--- src/rtl/mod_cipher_stream.sv ---
// Streaming (P + K) mod M encrypt / (C - K) mod M decrypt engine with registered key and output FIFO.
// Latency: 1 cycle from the accepting edge to out_valid. Backpressure: in_ready drops when there is no key, during key_load, or when the FIFO is full.
module mod_cipher_stream_fifo #(
  parameter int W     = 8,
  parameter int DEPTH = 4,
  parameter int AW    = 2
) (
  input  logic         clk,
  input  logic         rst_n,
  input  logic         push,
  input  logic [W-1:0] push_dat,
  input  logic         pop,
  output logic [W-1:0] head_dat,
  output logic         not_empty,
  output logic [AW:0]  count
);
  logic [W-1:0]  mem [DEPTH];
  logic [AW-1:0] wr_ptr;
  logic [AW-1:0] rd_ptr;
  logic          push_ok;
  logic          pop_ok;

  assign push_ok   = push && (count != (AW+1)'(DEPTH));
  assign pop_ok    = pop && (count != '0);
  assign not_empty = (count != '0);
  assign head_dat  = mem[rd_ptr];

  // Storage is cleared on reset so the head reads zero while empty after reset.
  always_ff @(posedge clk) begin
    if (!rst_n) begin
      wr_ptr <= '0;
      rd_ptr <= '0;
      count  <= '0;
      for (int i = 0; i < DEPTH; i++) mem[i] <= '0;
    end else begin
      if (push_ok) begin
        mem[wr_ptr] <= push_dat;
        wr_ptr      <= wr_ptr + AW'(1);
      end
      if (pop_ok) rd_ptr <= rd_ptr + AW'(1);
      case ({push_ok, pop_ok})
        2'b10:   count <= count + (AW+1)'(1);
        2'b01:   count <= count - (AW+1)'(1);
        default: count <= count;
      endcase
    end
  end
endmodule

module mod_cipher_stream #(
  parameter int DATA_W     = 8,
  parameter int MODULUS    = 227,
  parameter int FIFO_DEPTH = 4
) (
  input  logic              clk,
  input  logic              rst_n,
  input  logic [1:0]        mode,
  input  logic [DATA_W-1:0] key_in,
  input  logic              key_load,
  output logic              key_valid,
  output logic              key_err,
  input  logic [DATA_W-1:0] in_data,
  input  logic              in_valid,
  output logic              in_ready,
  output logic [DATA_W-1:0] out_data,
  output logic              out_valid,
  input  logic              out_ready,
  output logic              err_invalid,
  output logic [7:0]        err_cnt
);
  localparam int AW = (FIFO_DEPTH > 1) ? $clog2(FIFO_DEPTH) : 1;
  localparam logic [DATA_W:0] MOD_V = (DATA_W+1)'(MODULUS);

  if (DATA_W < 2 || DATA_W > 16) begin : g_bad_width
    $error("mod_cipher_stream: DATA_W must be in 2..16");
  end
  if (MODULUS < 2 || MODULUS > (1 << DATA_W)) begin : g_bad_modulus
    $error("mod_cipher_stream: MODULUS must satisfy 2 <= M <= 2**DATA_W");
  end
  if (FIFO_DEPTH < 2 || (FIFO_DEPTH & (FIFO_DEPTH - 1)) != 0) begin : g_bad_depth
    $error("mod_cipher_stream: FIFO_DEPTH must be a power of 2, at least 2");
  end

  typedef enum logic {NO_KEY, RUN} state_t;

  state_t            state;
  logic [DATA_W-1:0] key_q;
  logic [AW:0]       count;
  logic              key_ok;
  logic              mode_ok;
  logic              data_ok;
  logic              accept;
  logic              push;
  logic              drop;
  logic [DATA_W:0]   s_sum;
  logic [DATA_W:0]   s_res;

  assign key_ok   = ({1'b0, key_in} < MOD_V);
  assign mode_ok  = (mode == 2'b01) || (mode == 2'b10);
  assign data_ok  = ({1'b0, in_data} < MOD_V);
  assign in_ready = key_valid && !key_load && (count < (AW+1)'(FIFO_DEPTH));
  assign accept   = in_valid && in_ready;
  assign push     = accept && mode_ok && data_ok;
  assign drop     = accept && !(mode_ok && data_ok);

  // Both branches stay in DATA_W+1 bits; the decrypt wrap adds M before subtracting the key.
  always_comb begin
    s_sum = {1'b0, in_data} + {1'b0, key_q};
    s_res = '0;
    if (mode == 2'b01) begin
      s_res = (s_sum >= MOD_V) ? (s_sum - MOD_V) : s_sum;
    end else if (in_data >= key_q) begin
      s_res = {1'b0, in_data} - {1'b0, key_q};
    end else begin
      s_res = {1'b0, in_data} + MOD_V - {1'b0, key_q};
    end
  end

  always_ff @(posedge clk) begin
    if (!rst_n) begin
      state       <= NO_KEY;
      key_valid   <= 1'b0;
      key_q       <= '0;
      key_err     <= 1'b0;
      err_invalid <= 1'b0;
      err_cnt     <= '0;
    end else begin
      key_err     <= key_load && !key_ok;
      err_invalid <= drop;
      if (drop && err_cnt != 8'hFF) err_cnt <= err_cnt + 8'd1;
      if (key_load && key_ok) key_q <= key_in;
      case (state)
        NO_KEY: begin
          if (key_load && key_ok) begin
            state     <= RUN;
            key_valid <= 1'b1;
          end
        end
        default: begin
          state     <= RUN;
          key_valid <= 1'b1;
        end
      endcase
    end
  end

  mod_cipher_stream_fifo #(
    .W     (DATA_W),
    .DEPTH (FIFO_DEPTH),
    .AW    (AW)
  ) u_fifo (
    .clk       (clk),
    .rst_n     (rst_n),
    .push      (push),
    .push_dat  (s_res[DATA_W-1:0]),
    .pop       (out_ready),
    .head_dat  (out_data),
    .not_empty (out_valid),
    .count     (count)
  );
endmodule

--- config.mk ---
export PLATFORM = sky130hd
export DESIGN_NAME = mod_cipher_stream
export DESIGN_NICKNAME = d
export VERILOG_FILES = /design/src/rtl/mod_cipher_stream.sv
export SDC_FILE = /design/constraint.sdc
export NUM_CORES = 1
export LEC_CHECK = 0
export BUFFER_PORTS_ARGS = -buffer_cell sky130_fd_sc_hd__buf_2
export CORE_MARGIN = 2
export CORE_UTILIZATION = 30
export DETAILED_ROUTE_END_ITERATION = 6
export PLACE_DENSITY = 0.5
export SLEW_MARGIN = 0
export SYNTH_ARGS = -nofsm -noshare
export SYNTH_HDL_FRONTEND = slang
export SYNTH_SLANG_ARGS = --single-unit
--- constraint.sdc ---
create_clock -name clk -period 3.9 [get_ports clk]
set_input_delay 0.195 -clock clk [delete_from_list [all_inputs] [get_ports clk]]
set_output_delay 0.195 -clock clk [all_outputs]
set_load 0.02 [all_outputs]
Word level (Yosys, flattened, before mapping)
Memories as Yosys holds them, arrays and structs flattened. A register that Yosys moved wholly into a read port is not among the register bits.
Cells that the tools add are included.
- reductions and logical operators: 20
- add/sub/neg operators: 10
- multiplexer cells: 17
- magnitude comparators: 5
- eq/ne operators: 6
- operator list (kind ; count):
    $mux 8 ; 4
    $lt 8x8->1 const B ; 2
    $sub 8x8->8 ; 2
    $logic_and 1x1->1 ; 12
    $add 8x8->9 ; 1
    $ge 9x8->1 const B ; 1
    $mux 1 ; 9
    $add 8x1->8 const B ; 1
    $add 8x8->8 const B ; 1
    $ge 8x8->1 ; 1
    $ne 8x8->1 const B ; 1
    $reduce_or 8->1 ; 1
    $sub 8x8->8 const B ; 1
    $mux 2 ; 3
    $pmux 3 s2 ; 1
    $add 2x1->2 const B ; 2
    $eq 2x1->1 const B ; 2
    $eq 2x2->1 const B ; 2
    $reduce_bool 2->1 ; 2
    $add 3x1->3 const B ; 1
    $logic_not 1->1 ; 3
    $lt 3x3->1 const B ; 1
    $ne 3x3->1 const B ; 1
    $reduce_bool 3->1 ; 1
    other kinds (2) ; 2
- logic and storage cells: 68
- memories: 1
- bits of input ports: 23
- register bits after elaboration: 27
- memory bits (writable): 32
- output and inout port bits: 21
- memory list (name ; words ; bits a word ; read ports ; clocked after memory_dff ; write ports ; line ; source):
    u_fifo.mem ; 4 ; 8 ; 1 ; 1 ; 4 ; 17 ; logic [W-1:0] mem [DEPTH];

Depth between registers and ports, before layout
- depth after elaboration: 12
- mapped depth: 12
- mapped depth without buffers: 12

Modules after synthesis
A second synthesis with hierarchy kept.
- cells, all modules: 416
- area total of the unflattened synthesis: 4319.1 µm²
- by module, submodules not included (module ; instances ; cells an instance ; sequential area each (µm²) ; area an instance (µm²)):
    mod_cipher_stream ; 1 ; 288 ; 400.4 ; 2433.6
    mod_cipher_stream_fifo ; 1 ; 128 ; 1141.1 ; 1885.6

Worst setup path after synthesis
OpenSTA, ideal clock, no wires.
- path kind: flip-flop to flip-flop
- from: reg key_q[1]
- to: mem u_fifo.mem[2][7] (data pin)
- arrival time: 2.748 ns
- data required time: 3.628 ns
- setup time: 0.272 ns
- path slack: 0.881 ns
- clock period less this slack: 3.019 ns
- path buffers: 0
- cell stages (with the launch flop): 13
- cells stage by stage: dfxtp_1 inv_1 ha_1 fa_1 inv_1 ha_1 nor2_1 a211oi_1 a2111oi_0 or4_1 nand4_1 nor3_1 nor3_1
- RTL lines (what ; line ; source):
    start, declared ; 87 ; logic [DATA_W-1:0] key_q;
    start signal, assigned ; 131 ; if (key_load && key_ok) key_q <= key_in;
    end, declared ; 17 ;

==> metrics.cfg <==
[route]
drc = 0
dr.pass1.iters = 4
vias_per_cell = 5.10
wl_per_cell_um = 16.3
drt_iter0_markers = 293
routed_wirelength_um = 11100
ant_nets = 0
vias = 3450

[clock_network]
cts-root-buf = clkbuf_16
post_cts_buffers = 0
cts-resized-gates = 0
clk_path_buf_depth = 2
cts.sinks = 61
htreeDepth = 3
cts_buffers = 9
insertion_delay_ps = 320
cts_tree = yes
clk_pin_slew_ps = 50
hold_buffers = 0

[floorplanning]
die_area_um2 = 15300
initial_core_util = 0.309
die_w_um = 124
core_um2 = 13900
die_h_um = 124
rows = 43
io_pins = 44

[timing]
drv_slew = 0
setup_viol_count_final = 0
fin_worst_skew_ps = 4.90
slew_headroom = 0.404
period_needed_ps = 3440
fmax_mhz = 291
finalCritPeriodShare = 0.881
setup_ws_ps = 463
finalHoldViolCount = 0
tns_ps = 0
worstMarginPinSlew_ps = 890
rsz0062_at_grt = false

[setup_path]
crit_required_ps = 3960
cpPeakStageDelay_ps = 590
crit_path_max_fanout = 5
r2r_slack_ps = 460
reg2reg_depth = 9
reg2reg_to = u_fifo.mem[2][4]
cp_slowest_cell = a2111oi_2
end_kind = register
start_kind = register
path_buf_inv = 1
rr_startpoint = key_q[4]
cp.arrival_ps = 3490
worst-setup-path-type = register to register
crit_family = compound AO/OA/AOI/OAI gates
crit_chain = inv_1 -> ha_1 -> fa_1 -> nor4_1 -> o21ai_0 -> o211ai_1 -> mux2_2 -> a2111oi_2 -> nor2_1

[global_routing]
grt_max_degree = 28
grt_pass1_vias = 3359
overflow = 0
grt_pass1_wl_um = 17900
grt_use_total = 0.152
antenna_found_initial = 0

[layout]
final_layout_size_suffix_gt1_frac = 0.169
num-fill-cells = 1386
utilization = 0.361
design_area_um2 = 5030
register_area_um2 = 1540
stdcell_count = 677
n_antenna_cell = 0
synthToLayoutAreaGrowth_pct = 17.0
multi_input_area_um2 = 2540
final_net_count = 549

[hold_path]
holdPathEnd = key_q[2]
hold_path_startpoint = key_in[2]
min_path_type = input port to register
hold_path_depth = 3

[run_status]
status = finished, final reports clean

[synth]
syn-instance-count = 451
yosys.area.top_type = edfxtp_1
syn_area_um2 = 4300
synth-main-ff-cell = edfxtp_1
async_flop_share = 0
yosysTopAreaCellShare = 0.223
synth_edf_count = 32
ys_ff_latch = 61
synthesis.nets = 508
synth_area_leaders = edfxtp_1 (22%), dfxtp_1 (13%), ha_1 (8.1%), nor2_1 (4.9%), mux4_2 (4.2%)
synth_warnings = 0
avgSynthCellArea_um2 = 9.54
ys_seq_area_frac = 0.358
synth_cell_types = 67

[flow_run]
maxCapViolations = 0

[pwr]
ir_worst_vdd_v = 0.000225
p_per_area_nw_per_um2 = 425
power.leakage_nw = 1.99

[placement]
dp.cells = 661
placed_cell_area_um2 = 4690
gp_congestion = 0.837
place_ws_ps = 439
hpwlAfterDp_um = 8530
numPortBuffers = 43

==> worst register-to-register path: cells and delay by family, from the launching register on <==
kind | cells | cell delay, ps
AOI/OAI and AO/OA | 3 | 1220
adders and majority gates | 2 | 630
buffers and inverters | 1 | 60
DFF | 1 | 400
muxes | 1 | 420
and+or+nand+nor | 2 | 430
==> where the power goes <==
part / total [mW] / internal (mW) / leakage (nW) / switching (mW)
logic: 0.507 / 0.199 / 1.26 / 0.308
registers: 0.720 / 0.700 / 0.566 / 0.0199
clock network: 0.913 / 0.624 / 0.163 / 0.289
==> stage by stage <==
stage | power [mW] | hold slack [ps]
final | 2.14 | 126
after global routing | 2.24 | 147
after floorplan | 1.10 | 342
after CTS | 2.15 | 121
after global placement | 1.23 | 447
after detailed placement | 1.24 | 456
==> cell type report <==
class / count / area share
well taps: 180 / 0.0448
repair buffers: 46 / 0.0472
clock inverters: 6 / 0.0221
inverters: 38 / 0.0283
multi-input cells: 336 / 0.506
flip-flops and latches: 61 / 0.306
clock buffers: 10 / 0.0455
==> worst max path at each step <==
| stage | start | endpoint | slack [ps] | depth (start not counted) |
|---|---|---|---|---|
| 3_5_place_dp | key_q[4] | u_fifo.mem[2][4] | 440 | 9 |
| 3_3_place_gp | key_q[4] | u_fifo.mem[0][4] | 410 | 9 |
| 4_1_cts | key_q[4] | u_fifo.mem[2][4] | 430 | 9 |
| 2_1_floorplan | key_q[1] | u_fifo.mem[2][7] | 880 | 12 |
| 6_report | key_q[4] | u_fifo.mem[2][4] | 460 | 9 |
| 5_1_grt | key_q[4] | u_fifo.mem[2][4] | 250 | 9 |
==> cells in the mapped netlist (12+ instances only) <==
library cell / instances
a21oi_1: 16
dfxtp_1: 29
edfxtp_1: 32
ha_1: 28
inv_1: 36
mux2i_1: 12
nand2_1: 21
nor2_1: 56
nor3_1: 18
o21ai_0: 14
xor2_1: 13
==> cell families (layout without fill, tap and decap cells) <==
group           Yosys count  count (layout)  share of synthesized area
compound gates           89              89                      0.159
fa+ha+maj                34              34                      0.109
flops                    61              61                      0.358
simple gates            167             167                      0.199
buf+inv                  54             100                     0.0500
mux                      22              22                     0.0750
xor+xnor                 24              24                     0.0489
==> placed cells by master, fill, tap and decap left out, types with 12 or more instances in the layout <==
cell type and instances:
nor2_1 56, edfxtp_1 32, nor3_1 18, ha_1 28
o21ai_0 14, a21oi_1 16, buf_2 43, mux2i_1 12
xor2_1 13, dfxtp_1 29, inv_1 36, nand2_1 21
==> registers in the layout, summed over array words and instances, names as in the netlist, 2 cells and up, named ones only <==
register	cells
err_cnt	8
u_fifo.rd_ptr	2
u_fifo.wr_ptr	2
key_q	8
u_fifo.count	3
u_fifo.mem	32
==> layer usage <==
metal / global-route usage / vias up / wire [um]
met5: 0 / - / 0
met3: 0.0266 / 8 / 381
met1: 0.210 / 1645 / 5320
met4: 0.0398 / 0 / 127
li1: - / 1728 / -
met2: 0.245 / 69 / 5220
(Power assumes the default switching activity.)
